File: src/rtl/hazard_ctrl.sv
// hazard_ctrl: pipeline control-signal carrier and hazard unit for a 5-stage core.
//
// Carries RegWrite/MemtoReg/PCSrc from D through E, M and W. It also produces
// operand-forwarding selects, load-use stall, PC-write/branch flushes, and two
// saturating event counters.
//
// Ports
//   clk, reset                         clock; synchronous active-high reset
//   RegWriteD, MemtoRegD, PCSrcD       decoded control entering E
//   CondExE                            condition check for the instruction in E
//   BranchTakenE                       branch resolved taken in E
//   Match_1E_M/_W, Match_2E_M/_W       E source reg equals M/W destination
//   Match_12D_E                        D source reg equals E destination
//   RegWriteW, MemtoRegW, PCSrcW       W-stage control
//   ForwardAE, ForwardBE               00 = register file, 01 = ResultW, 10 = ALUOutM
//   StallF, StallD, FlushD, FlushE     hazard controls
//   LdStallCnt, FlushCnt               saturating counts of load stalls / D flushes
module hazard_ctrl #(
  parameter int unsigned CNT_W = 16
) (
  input  logic             clk,
  input  logic             reset,
  input  logic             RegWriteD,
  input  logic             MemtoRegD,
  input  logic             PCSrcD,
  input  logic             CondExE,
  input  logic             BranchTakenE,
  input  logic             Match_1E_M,
  input  logic             Match_1E_W,
  input  logic             Match_2E_M,
  input  logic             Match_2E_W,
  input  logic             Match_12D_E,
  output logic             RegWriteW,
  output logic             MemtoRegW,
  output logic             PCSrcW,
  output logic [1:0]       ForwardAE,
  output logic [1:0]       ForwardBE,
  output logic             StallF,
  output logic             StallD,
  output logic             FlushD,
  output logic             FlushE,
  output logic [CNT_W-1:0] LdStallCnt,
  output logic [CNT_W-1:0] FlushCnt
);

  logic RegWriteE, MemtoRegE, PCSrcE;
  logic RegWriteM, MemtoRegM, PCSrcM;
  logic RegWriteEg, PCSrcEg;
  logic ldr_stall, pc_wr_pending;

  // A failed condition kills the instruction's architectural effects beyond E.
  assign RegWriteEg = RegWriteE & CondExE;
  assign PCSrcEg    = PCSrcE & CondExE;

  always_comb begin
    ldr_stall     = 1'b0;
    pc_wr_pending = 1'b0;
    ForwardAE     = 2'b00;
    ForwardBE     = 2'b00;
    StallF        = 1'b0;
    StallD        = 1'b0;
    FlushD        = 1'b0;
    FlushE        = 1'b0;
    // Everything quiet while in reset so nothing in flight is acted on.
    if (!reset) begin
      ldr_stall     = Match_12D_E & MemtoRegE & RegWriteE;
      pc_wr_pending = PCSrcD | PCSrcE | PCSrcM;

      // M stage holds the younger result, so it wins over W.
      if (Match_1E_M && RegWriteM)      ForwardAE = 2'b10;
      else if (Match_1E_W && RegWriteW) ForwardAE = 2'b01;

      if (Match_2E_M && RegWriteM)      ForwardBE = 2'b10;
      else if (Match_2E_W && RegWriteW) ForwardBE = 2'b01;

      StallF = ldr_stall | pc_wr_pending;
      StallD = ldr_stall;
      FlushD = pc_wr_pending | PCSrcW | BranchTakenE;
      FlushE = ldr_stall | BranchTakenE;
    end
  end

  always_ff @(posedge clk) begin
    if (reset) begin
      RegWriteE  <= 1'b0;
      MemtoRegE  <= 1'b0;
      PCSrcE     <= 1'b0;
      RegWriteM  <= 1'b0;
      MemtoRegM  <= 1'b0;
      PCSrcM     <= 1'b0;
      RegWriteW  <= 1'b0;
      MemtoRegW  <= 1'b0;
      PCSrcW     <= 1'b0;
      LdStallCnt <= '0;
      FlushCnt   <= '0;
    end else begin
      if (FlushE) begin
        RegWriteE <= 1'b0;
        MemtoRegE <= 1'b0;
        PCSrcE    <= 1'b0;
      end else begin
        RegWriteE <= RegWriteD;
        MemtoRegE <= MemtoRegD;
        PCSrcE    <= PCSrcD;
      end

      RegWriteM <= RegWriteEg;
      MemtoRegM <= MemtoRegE;
      PCSrcM    <= PCSrcEg;

      RegWriteW <= RegWriteM;
      MemtoRegW <= MemtoRegM;
      PCSrcW    <= PCSrcM;

      // Saturate at all-ones rather than wrapping.
      if (ldr_stall && !(&LdStallCnt)) LdStallCnt <= LdStallCnt + CNT_W'(1);
      if (FlushD && !(&FlushCnt))      FlushCnt   <= FlushCnt + CNT_W'(1);
    end
  end

endmodule

File: config.mk
export PLATFORM = sky130hd
export DESIGN_NAME = hazard_ctrl
export DESIGN_NICKNAME = d
export VERILOG_FILES = /design/src/rtl/hazard_ctrl.sv
export SDC_FILE = /design/constraint.sdc
export NUM_CORES = 1
export LEC_CHECK = 0
export CORE_MARGIN = 2
export CORE_UTILIZATION = 50
export CTS_BUF_LIST = sky130_fd_sc_hd__clkbuf_8
export DETAILED_ROUTE_END_ITERATION = 6
export PLACE_DENSITY = 0.82
export SLEW_MARGIN = 20
export SYNTH_ARGS = -nofsm -noshare
export SYNTH_HDL_FRONTEND = slang
export SYNTH_SLANG_ARGS = --single-unit
File: constraint.sdc
create_clock -name clk -period 3.5 [get_ports clk]
set_input_delay 0.525 -clock clk [delete_from_list [all_inputs] [get_ports clk]]
set_output_delay 0.525 -clock clk [all_outputs]
set_load 0.02 [all_outputs]
# Word-level counts from Yosys, hierarchy flattened
# Cells that the tools add are included.
# classes
add_sub_neg,2
mux,10
bitwise,10
n_reduce_logical,11
# op_table
cell,n
$add 16x1->16 const B,2
$reduce_and 16->1,2
$mux 2,4
$logic_and 1x1->1,6
$mux 1,6
$or 1x1->1,6
$and 1x1->1,4
$logic_not 1->1,2
$reduce_or 2->1,1
# totals
regBits,41
output_inout_bits,43
elab_cells,44

# Depth between registers and ports, before layout
# depth
depth_word,6
ltp_mapped,6
depth_no_buf,5

# Worst setup path before layout
# No wires, ideal clock.
# synth_timing
path_kind,flip-flop to flip-flop
startpoint,register FlushCnt[0]
endpoint,register FlushCnt[1]
t_arrival_ns,1.956
setup_slack_ns,1.420
stages_incl_launch_ff,7
path_buffers,1
synth_period_minus_slack_ns,2.080
path_cell_list,dfxtp_1 > ha_1 > nand4_2 > or4_1 > buf_2 > o21ai_2 > mux2_1
# synth_via
elab_chain_len,3
# synth_rtl
item,line_no,text
from (decl),43,output logic [CNT_W-1:0] FlushCnt
from (signal assigned),117,if (FlushD && !(&FlushCnt)) FlushCnt <= FlushCnt + CNT_W'(1);
"parallel branches: the longest is 3 deep, another holds $add 16x1->16",-,
# Several ways; the timed one is not identified.
# A chain may end at the register's enable or synchronous reset.

# Worst setup path after layout
# layout_timing
startpoint,input reset
endpoint,output FlushD
# layout_via
elab_chain_len,1
# layout_rtl
item,line_no,text
from (decl),22,"input logic reset,"
$mux 1,65,if (!reset) begin
to (decl),40,"output logic FlushD,"
# No other way between the ends.

==> impl_metrics.env <==
export IMPL_final_nets=299
export IMPL_dieHeight_um=68.1
export IMPL_drv_slew=0
export IMPL_die_w_um=68.1
export IMPL_clkSinkCount=41
export IMPL_cts_root_buffer_cell="clkbuf_8"
export IMPL_cts_buffer_depth=2
export IMPL_post_cts_setup_buffers=0
export IMPL_dr_pass1_iters=4
export IMPL_final_cell_mix="clkdlybuf4s50_1, dfxtp_1, a21oi_1"
export IMPL_crit_path_end_kind="output port"
export IMPL_fin_tns_setup_ns=0
export IMPL_ys_seq_elements=41
export IMPL_synthToLayoutAreaGrowth_pct=32.3
export IMPL_critPathMaxStageDelay_ns=0.61
export IMPL_synthCells=232
export IMPL_critPathKind="input pin to output port"
export IMPL_synth_top_family_by_area="simple AND/OR/NAND/NOR gates"
export IMPL_antenna_found_initial=0
export IMPL_cp_arrival_ns=2.25
export IMPL_drt_iter0_markers=206
export IMPL_finalHoldWorstSlack_ns=0.442
export IMPL_drive_gt1_frac=0.0737
export IMPL_ctsHoldBuffers=0
export IMPL_overflow=0
export IMPL_syn_area_per_cell_sq_um=8.86
export IMPL_crit_fanout=8
export IMPL_hp_class="register to register"
export IMPL_place_area_sq_um=2630
export IMPL_drc=0
export IMPL_ctsResizeCount=0
export IMPL_synth_main_ff_cell="dfxtp_1"
export IMPL_vias=2005
export IMPL_ios=55
export IMPL_synth_edf_count=0
export IMPL_num_rows=23
export IMPL_die_area_sq_um=4640
export IMPL_synthSimpleGateAreaFrac=0.326
export IMPL_cts_made_buffers=5
export IMPL_p_leak_nw=0.970
export IMPL_htreeDepth=2
export IMPL_r2r_slack_ns=1.41
export IMPL_final_cell_area_sq_um=2720
export IMPL_grt_pass1_vias=1634
export IMPL_synthAdderAreaFrac=0.0122
export IMPL_antenna_cells=0
export IMPL_synthXorXnorAreaFrac=0
export IMPL_async_flop_share=0
export IMPL_finClkSkew_ns=0.00626
export IMPL_crit_chain="clkdlybuf4s50_1, buf_4, a21oi_1, buf_4, clkdlybuf4s50_1"
export IMPL_grt_usage=0.218
export IMPL_globalplace_congestion=0.830
export IMPL_rsz0062_at_grt="false"
export IMPL_final_common_cell="clkdlybuf4s50_1"
export IMPL_seq_area_frac_synth=0.399
export IMPL_clk_latency_ns=0.29
export IMPL_start_util=0.518
export IMPL_synth_cell_type_count=48
export IMPL_dp_hpwl_um=3490
export IMPL_power_density_nw_per_um2=324
export IMPL_setup_violations=0
export IMPL_status="complete, no violations"
export IMPL_grt_max_degree=26
export IMPL_finalHoldViolCount=0
export IMPL_cp_start_kind="input pin"
export IMPL_slew_headroom=0.478
export IMPL_routedWlPerCell_um=14.3
export IMPL_drv_cap=0
export IMPL_fmax_mhz=360
export IMPL_drt_total_wl_um=4800
export IMPL_syn_num_nets=246
export IMPL_synth_compound_area_frac=0.171
export IMPL_crit_path_top_delay_cell="clkdlybuf4s50_1"
export IMPL_netlist_area_sq_um=2060
export IMPL_viasPerCell=5.99
export IMPL_irDropWorstVdd_mv=0.237
export IMPL_worst_pin_slew_ns=0.776
export IMPL_grt_pass1_wl_um=7630
export IMPL_yosysWarnings=0
export IMPL_muxShareOfSynthArea=0.0560
export IMPL_ant_nets=0
export IMPL_cts_tree="yes"
export IMPL_io_buffer_count=54
export IMPL_design_core_area_sq_um=3970
export IMPL_finalCritPeriodShare=0.793
export IMPL_clk_pin_slew_ns=0.07
export IMPL_min_period_ns=2.77
export IMPL_required_ns=2.97
-- synth_stat cells, types with 3 or more instances --
master,count,share of area
a21oi_1,19,0.046
buf_2,4,0.0097
mux2i_1,7,0.034
nand2_1,14,0.026
dfxtp_1,41,0.40
nor2b_1,9,0.027
o21ai_0,6,0.015
o31ai_1,8,0.029
clkbuf_1,4,0.0073
nor4_1,4,0.012
nor3_1,6,0.015
o211ai_1,3,0.011
and3_1,7,0.021
nand3_1,8,0.019
nand4_1,11,0.033
and2_1,7,0.021
nand4_2,3,0.018
inv_1,5,0.0091
nor2_1,13,0.024
nor4b_1,3,0.013
or3_1,5,0.015
or4_1,10,0.037
-- report_power, final --
group	internal (mW)	switching [mW]	leakage, nW
registers	0.477	0.0113	0.332
clock network	0.154	0.153	0.0485
logic	0.0442	0.0436	0.590
-- metal layers --
layer,global-route usage,part of all wire
met1,0.305,0.48
met2,0.322,0.46
met3,0.0641,0.051
met4,0.0675,0.0083
met5,0,0
-- area by class of cell --
class                      instances  area (sq um)
clock buffer                       6          82.6
multi-input combinational        174          1160
fill                             333          1250
timing repair buffer              58           571
tap                               50          62.6
clock inverter                     1          3.75
inverter                           5          18.8
sequential                        41           821
-- flip-flops by register name, summed over array words and instances (netlist names) --
signal,count
FlushCnt,16
LdStallCnt,16
MemtoRegE,1
MemtoRegM,1
MemtoRegW,1
PCSrcE,1
PCSrcM,1
PCSrcW,1
RegWriteE,1
RegWriteM,1
RegWriteW,1
-- logic make-up after synthesis --
group	Yosys count
AO/OA/AOI/OAI	52
adder cells (fa/ha/maj)	2
buffers and inverters	17
flip-flops	41
multiplexers	11
AND/OR/NAND/NOR	109
-- worst max-delay path, delay by kind of cell --
| family | cells | cell delay, ns |
|---|---|---|
| compound gates | 1 | 0.14 |
| buf+inv | 4 | 1.58 |
-- final timing paths --
check / start / end / depth (start not counted)
worst max-delay path: reset / FlushD / 5
worst min-delay path: MemtoRegM / MemtoRegW / 1
worst max register to register: FlushCnt[0] / FlushCnt[5] / 5
worst min register to register: MemtoRegM / MemtoRegW / 1
-- per-stage QoR --
stage               total power, mW  utilization  std cells  worst slack, ns
floorplan                     0.541            -        232             1.42
global placement              0.585        0.663        328            0.795
detailed placement            0.586        0.663        328            0.730
CTS                           0.887        0.685        335            0.733
global route                  0.922        0.685        335            0.658
finish                        0.882        0.685        335            0.725
No activity file was read; power rests on OpenSTA's default activity.
